===== config.mk =====
export PLATFORM = sky130hd
export DESIGN_NAME = fetch_decode_flat
export DESIGN_NICKNAME = d
export VERILOG_FILES = /design/src/rtl/fetch_decode_if.sv /design/src/rtl/fetch_decode.sv /design/src/flat_wrapper.sv
export SDC_FILE = /design/constraint.sdc
export NUM_CORES = 1
export LEC_CHECK = 0
export CAP_MARGIN = 20
export CORE_ASPECT_RATIO = 0.7
export CORE_MARGIN = 1
export CORE_UTILIZATION = 43
export DETAILED_ROUTE_END_ITERATION = 16
export PLACE_DENSITY = 0.9
export SLEW_MARGIN = 20
export SYNTH_ARGS = -nofsm -noshare
export SYNTH_HDL_FRONTEND = slang
export SYNTH_SLANG_ARGS = --single-unit
export TNS_END_PERCENT = 100

===== constraint.sdc =====
create_clock -name clk -period 5.5 [get_ports clk]
set_input_delay 0.825 -clock clk [delete_from_list [all_inputs] [get_ports clk]]
set_output_delay 0.825 -clock clk [all_outputs]
set_load 0.05 [all_outputs]

===== src/rtl/fetch_decode_if.sv =====
// Fetch/decode bus bundle: PC address, imem port, ALU flag, redirects, issue.
// Latency: none (wires only).
// Backpressure: none; the PC advances every cycle and follows jump/branch.
interface fetch_decode_if;
    logic [7:0]  address;
    logic [7:0]  imem_addr;
    logic [15:0] imem_rdata;
    logic        alu_zero;
    logic        jump;
    logic [7:0]  jump_adr;
    logic        branch;
    logic [7:0]  branch_adr;
    logic [15:0] instr;
    logic [7:0]  instr_pc;
    logic        instr_valid;
    logic        halted;

    // Environment side: PC, instruction memory and execute stage.
    modport master (
        output address, imem_rdata, alu_zero,
        input  imem_addr, jump, jump_adr, branch, branch_adr,
        input  instr, instr_pc, instr_valid, halted
    );

    // Fetch/decode block side.
    modport slave (
        input  address, imem_rdata, alu_zero,
        output imem_addr, jump, jump_adr, branch, branch_adr,
        output instr, instr_pc, instr_valid, halted
    );
endinterface


===== src/rtl/fetch_decode.sv =====
// Fetch/decode: reads imem at the PC, decodes JMP/BZ/BNZ/HALT, issues the rest.
// Latency: address in cycle t is decoded/issued in cycle t+2.
// Backpressure: none; taken transfers squash the two wrong-path words in flight.
module fetch_decode (
    input  logic           clk,
    input  logic           reset,
    fetch_decode_if.slave  bus
);

    typedef enum logic {
        ST_RUN  = 1'b0,
        ST_HALT = 1'b1
    } state_t;

    localparam logic [3:0] OP_BNZ  = 4'hC;
    localparam logic [3:0] OP_BZ   = 4'hD;
    localparam logic [3:0] OP_JMP  = 4'hE;
    localparam logic [3:0] OP_HALT = 4'hF;

    // Fetch stage: address of the word currently on imem_rdata.
    logic [7:0]  addr_d1_q, addr_d1_d;
    logic        vld_d1_q,  vld_d1_d;

    // Instruction register stage.
    logic [15:0] ir_q,      ir_d;
    logic [7:0]  ir_pc_q,   ir_pc_d;
    logic        ir_vld_q,  ir_vld_d;

    // Wrong-path words still to be discarded after the current IR load.
    logic [1:0]  squash_cnt_q, squash_cnt_d;

    state_t      state_q, state_d;
    logic [7:0]  halt_pc_q, halt_pc_d;

    // Decode results.
    logic        jump_c;
    logic [7:0]  jump_adr_c;
    logic        branch_c;
    logic [7:0]  branch_adr_c;
    logic        issue_c;
    logic        taken_c;
    logic [1:0]  squash_eff;

    logic [3:0]  opcode;
    logic [7:0]  target;

    assign opcode = ir_q[15:12];
    assign target = ir_q[7:0];

    // Decode the IR and choose the next control state.
    always_comb begin
        jump_c       = 1'b0;
        jump_adr_c   = 8'h00;
        branch_c     = 1'b0;
        branch_adr_c = 8'h00;
        issue_c      = 1'b0;
        state_d      = state_q;
        halt_pc_d    = halt_pc_q;
        case (state_q)
            ST_RUN: begin
                if (ir_vld_q) begin
                    case (opcode)
                        OP_JMP: begin
                            jump_c     = 1'b1;
                            jump_adr_c = target;
                        end
                        OP_BZ: begin
                            if (bus.alu_zero) begin
                                branch_c     = 1'b1;
                                branch_adr_c = target;
                            end
                        end
                        OP_BNZ: begin
                            if (!bus.alu_zero) begin
                                branch_c     = 1'b1;
                                branch_adr_c = target;
                            end
                        end
                        OP_HALT: begin
                            state_d   = ST_HALT;
                            halt_pc_d = ir_pc_q;
                        end
                        default: begin
                            issue_c = 1'b1;
                        end
                    endcase
                end
            end
            ST_HALT: begin
                // Keep the PC pinned on the HALT instruction until reset.
                jump_c     = 1'b1;
                jump_adr_c = halt_pc_q;
            end
            default: begin
                state_d = ST_RUN;
            end
        endcase
    end

    // A redirect only counts as taken in RUN; the HALT spin needs no squash.
    assign taken_c = (state_q == ST_RUN) && (jump_c || branch_c);

    // Fetch/IR next state. A taken transfer kills the load on this very edge
    // (PC+1) and the next one (PC+2), so the effective count at this edge is
    // 2 and what is left over after the load is stored.
    always_comb begin
        addr_d1_d    = bus.address;
        vld_d1_d     = 1'b1;
        squash_eff   = taken_c ? 2'd2 : squash_cnt_q;
        ir_d         = bus.imem_rdata;
        ir_pc_d      = addr_d1_q;
        ir_vld_d     = vld_d1_q && (squash_eff == 2'd0);
        squash_cnt_d = (squash_eff == 2'd0) ? 2'd0 : squash_eff - 2'd1;
    end

    // Control state register.
    always_ff @(posedge clk) begin
        if (reset) begin
            state_q   <= ST_RUN;
            halt_pc_q <= 8'h00;
        end else begin
            state_q   <= state_d;
            halt_pc_q <= halt_pc_d;
        end
    end

    // Fetch pipeline, IR and squash counter registers.
    always_ff @(posedge clk) begin
        if (reset) begin
            addr_d1_q    <= 8'h00;
            vld_d1_q     <= 1'b0;
            ir_q         <= 16'h0000;
            ir_pc_q      <= 8'h00;
            ir_vld_q     <= 1'b0;
            squash_cnt_q <= 2'd0;
        end else begin
            addr_d1_q    <= addr_d1_d;
            vld_d1_q     <= vld_d1_d;
            ir_q         <= ir_d;
            ir_pc_q      <= ir_pc_d;
            ir_vld_q     <= ir_vld_d;
            squash_cnt_q <= squash_cnt_d;
        end
    end

    assign bus.imem_addr   = bus.address;
    assign bus.jump        = jump_c;
    assign bus.jump_adr    = jump_adr_c;
    assign bus.branch      = branch_c;
    assign bus.branch_adr  = branch_adr_c;
    assign bus.instr       = ir_q;
    assign bus.instr_pc    = ir_pc_q;
    assign bus.instr_valid = issue_c;
    assign bus.halted      = (state_q == ST_HALT);

endmodule

===== src/flat_wrapper.sv =====
// flat-port wrapper written by rule: the top's interface ports become plain ports
module fetch_decode_flat 
  (clk, reset, bus_address, bus_imem_rdata, bus_alu_zero, bus_imem_addr, bus_jump, bus_jump_adr, bus_branch, bus_branch_adr, bus_instr, bus_instr_pc, bus_instr_valid, bus_halted);
  fetch_decode_if bus_i ();
  input  logic clk;
  input  logic reset;
  input wire logic [$bits(bus_i.address)-1:0] bus_address;
  input wire logic [$bits(bus_i.imem_rdata)-1:0] bus_imem_rdata;
  input wire logic [$bits(bus_i.alu_zero)-1:0] bus_alu_zero;
  output wire logic [$bits(bus_i.imem_addr)-1:0] bus_imem_addr;
  output wire logic [$bits(bus_i.jump)-1:0] bus_jump;
  output wire logic [$bits(bus_i.jump_adr)-1:0] bus_jump_adr;
  output wire logic [$bits(bus_i.branch)-1:0] bus_branch;
  output wire logic [$bits(bus_i.branch_adr)-1:0] bus_branch_adr;
  output wire logic [$bits(bus_i.instr)-1:0] bus_instr;
  output wire logic [$bits(bus_i.instr_pc)-1:0] bus_instr_pc;
  output wire logic [$bits(bus_i.instr_valid)-1:0] bus_instr_valid;
  output wire logic [$bits(bus_i.halted)-1:0] bus_halted;
  assign bus_i.address = bus_address;
  assign bus_i.imem_rdata = bus_imem_rdata;
  assign bus_i.alu_zero = bus_alu_zero;
  assign bus_imem_addr = bus_i.imem_addr;
  assign bus_jump = bus_i.jump;
  assign bus_jump_adr = bus_i.jump_adr;
  assign bus_branch = bus_i.branch;
  assign bus_branch_adr = bus_i.branch_adr;
  assign bus_instr = bus_i.instr;
  assign bus_instr_pc = bus_i.instr_pc;
  assign bus_instr_valid = bus_i.instr_valid;
  assign bus_halted = bus_i.halted;
  fetch_decode u_core (.clk(clk), .reset(reset), .bus(bus_i));
endmodule

==> summary.md <==
| Metric | Value |
|---|---|
| Outcome | finished clean |
| Number of buffers between clock root and the deepest sink | 2 |
| Number of nets in the final layout | 272 |
| Required time of the worst setup path | 4.68 ns |
| Reg2reg end | u_core.squash_cnt_q[0]$_SDFF_PP0_ |
| Clock tree from TritonCTS | yes |
| Fin crit share | 68.81% |
| Most used DFF post-synth | dfxtp_1 |
| Total power density per cell area | 297.5 nW/um2 |
| Count of final setup violators | 0 |
| Relative max-transition margin | 52.03% |
| Worst voltage drop across the vdd grid | 210.5 uV |
| Number of setup buffers added after CTS | 0 |
| Distinct cells, synth | 26 |
| Core Area | 3603 um2 |
| Net count of the mapped netlist | 204 |
| Post-synthesis instance area | 1655 um2 |
| Max-slew violation count | 0 |
| Clock-pin slew reported for the worst setup and hold paths after clock tree synthesis | 0.08 ns |
| Antenna violations before repair | 0 |
| Maximum number of pins on one net before global-route repair | 26 |
| Number of global-route vias before repair | 1218 |
| Total overflow reported by the global router | 0 |
| Beginning of the worst register-to-register path | u_core.bus.halted$_SDFF_PP0_ |
| Final antenna diode count | 0 |
| Port bufs | 78 |
| Clock Root Buffer | clkbuf_8 |
| Register bit total from synthesis | 45 |
| Max Clock Freq | 264.2 MHz |
| Peak fanout along the critical path | 9 |
| Global-route wire length before repair | 5.423 mm |
| Final GP Congestion | 0.8232 |
| Number of DRC violations after detailed-routing iteration 0 | 55 |
| Kind of path behind the tightest hold check | reg -> reg |
| Total die area | 4106 um2 |
| Endpoint kind of the worst setup timing path | output pin |
| Cts bufs inserted | 5 |
| Share of final-layout standard cells stronger than drive strength 1 | 4.490% |
| Number of violations of the max-capacitance limit | 0 |
| Count of fill cells added during filler insertion | 304 |
| GR Util met1 | 19.69% |
| Most utilized layer in the global route result | met2 |
| Row Count | 18 |
| Number of I/O pins | 79 |
| Slew at the pin closest to its max-slew limit | 0.7173 ns |
| Number of endpoints with negative hold slack in the final report | 0 |
| Part of the Yosys area used for sequential elements | 54.42% |
| Setup CP Type | in -> out |
| Total wire length after detailed routing | 3.506 mm |
| Die Span Y | 53.91 um |
| Crit path launch type | input pin |
| Number of iterations in the first detailed-routing pass | 4 |
| Number of cells on the worst reg-to-reg path | 6 |
| Lkg Pwr | 0.9413 nW |
| WHS Path Cells | 1 |
| Total negative setup slack | 0 ns |
| HPWL after detailed placement | 2.537 mm |
| Share of async-settable or async-resettable flops after synthesis | 0% |
| Hold wc startpoint | u_core.addr_d1_q[3]$_SDFF_PP0_ |
| Met3 global-route usage | 9.661% |
| Post-layout worst setup margin | 1.715 ns |
| Clock insertion delay at the later pin of the skew report | 0.30 ns |
| Global-route met2 utilization | 29.70% |
| Vias per inst | 4.654 |
| Number of synthesized flops with an enable pin | 0 |
| Layout area overhead | 53.06% |
| Setup repair after global routing missed its margin | no |
| Horizontal die dimension | 76.16 um |
| DRC | 0 |
| Clock period minus final worst setup slack | 3.785 ns |
| Clock tree skew after final layout | 0.006554 ns |
| CTS-repair resized insts | 0 |
| Warnings, synthesis | 0 |
| Post-CTS Hold Buffers | 0 |
| Endpoint arrival time on the critical path | 2.96 ns |
| Clock tree sinks | 45 |
| Routed len/inst | 11.88 um |
| Timing startpoint of the critical path | bus_alu_zero |
| Total via count in the routed design | 1373 |
| Remaining antenna violation count after routing | 0 |
| Capturing instance or port of the critical path | bus_branch_adr[3] |
| Count of mapped cells out of synthesis | 176 |
| Setup slack of the most critical reg-to-reg path | 3.04 ns |
| Mean area per synthesized cell | 9.405 um2 |
| Setup slack after placement | 1.707 ns |
| Initial core utilization | 45.94% |
| Global router's overall resource usage | 17.57% |
| Maximum level of the CTS H-tree | 2 |
==> final cells by class <==
class	instances	area, um2	share of cell area, %
flip-flops and latches	45	900.9	35.56
repair buffers	79	788.3	31.11
multi-input cells	110	636.9	25.14
clock buffers	5	68.82	2.716
clock inverters	3	65.06	2.568
well taps	50	62.56	2.469
inverters	3	11.26	0.4444
==> placed cells by master, fill, tap and decap left out, drive strengths merged, types with 2 or more instances in the layout <==
cell type / count
nand3: 8
clkdlybuf4s50: 78
and2: 9
inv: 3
dfxtp: 45
bufinv: 2
nor2b: 33
clkbuf: 5
nand2: 10
or3: 2
o21ai: 16
nand2b: 10
a21oi: 10
a31oi: 2
==> Yosys cell counts, drive strengths merged, types with 2 or more instances <==
cell	count	area, um2
a21oi	10	50.05
a31oi	2	12.51
and2	9	56.30
buf	9	71.32
clkbuf	9	35.03
dfxtp	45	900.9
inv	3	11.26
nand2	10	37.54
nand2b	10	62.56
nand3	8	40.04
nor2b	33	206.5
o21ai	16	80.08
or3	2	12.51
==> registers in the layout, indices dropped and copies added (netlist names) <==
| signal | cells |
|---|---|
| u_core.bus.instr | 16 |
| u_core.addr_d1_q | 8 |
| u_core.bus.instr_pc | 8 |
| u_core.halt_pc_q | 8 |
| u_core.squash_cnt_q | 2 |
| u_core.bus.halted | 1 |
| u_core.ir_vld_q | 1 |
| u_core.vld_d1_q | 1 |
==> worst max-delay path, cell delays in order <==
cell and delay (ns):
clkdlybuf4s50_1 0.44, xor2_1 0.15, or4_4 0.45, inv_2 0.14, and2_1 0.14, clkdlybuf4s50_1 0.81
==> worst min-delay path by stage <==
stage,end,slack (ns)
5_1_grt,u_core.bus.instr_pc[7]$_SDFF_PP0_,0.47
2_1_floorplan,u_core.bus.instr_pc[0]$_SDFF_PP0_,0.41
4_1_cts,u_core.bus.instr_pc[4]$_SDFF_PP0_,0.44
6_report,u_core.bus.instr_pc[3]$_SDFF_PP0_,0.44
3_3_place_gp,u_core.bus.instr_pc[7]$_SDFF_PP0_,0.42
3_5_place_dp,u_core.bus.instr_pc[4]$_SDFF_PP0_,0.42
==> kinds of logic (layout without fill, tap and decap cells) <==
kind of cell,after synthesis,after routing,synth area share [%]
compound gates,29,29,9.146
xor+xnor,1,1,0.5292
fa+ha+maj,1,1,0.7557
buf+inv,21,90,7.105
flops,45,45,54.42
simple gates,79,79,28.04
==> metrics by stage <==
step	cell area [um2]	total power, W	std cells	utilization, %	hold slack [ns]
floorplan	1655	0.0004311	176	-	0.4138
global placement	2400	0.0004725	287	66.60	0.4176
detailed placement	2400	0.0004748	287	66.60	0.4242
CTS	2534	0.0007608	295	70.31	0.4429
global route	2534	0.0007812	295	70.31	0.4651
finish	2534	0.0007537	295	70.31	0.4422
==> per-layer routing <==
metal	vias up	share of wire (%)
li1	700	-
met1	618	45
met2	53	44
met3	2	10
met4	0	0.66
met5	-	0
==> where the power goes <==
part	internal [W]	switching, W
Combinational	0.0000489	0.0000683
Sequential	0.000341	0.00000838
Clock	0.000180	0.000107
Power figures use the tool's default switching activity.
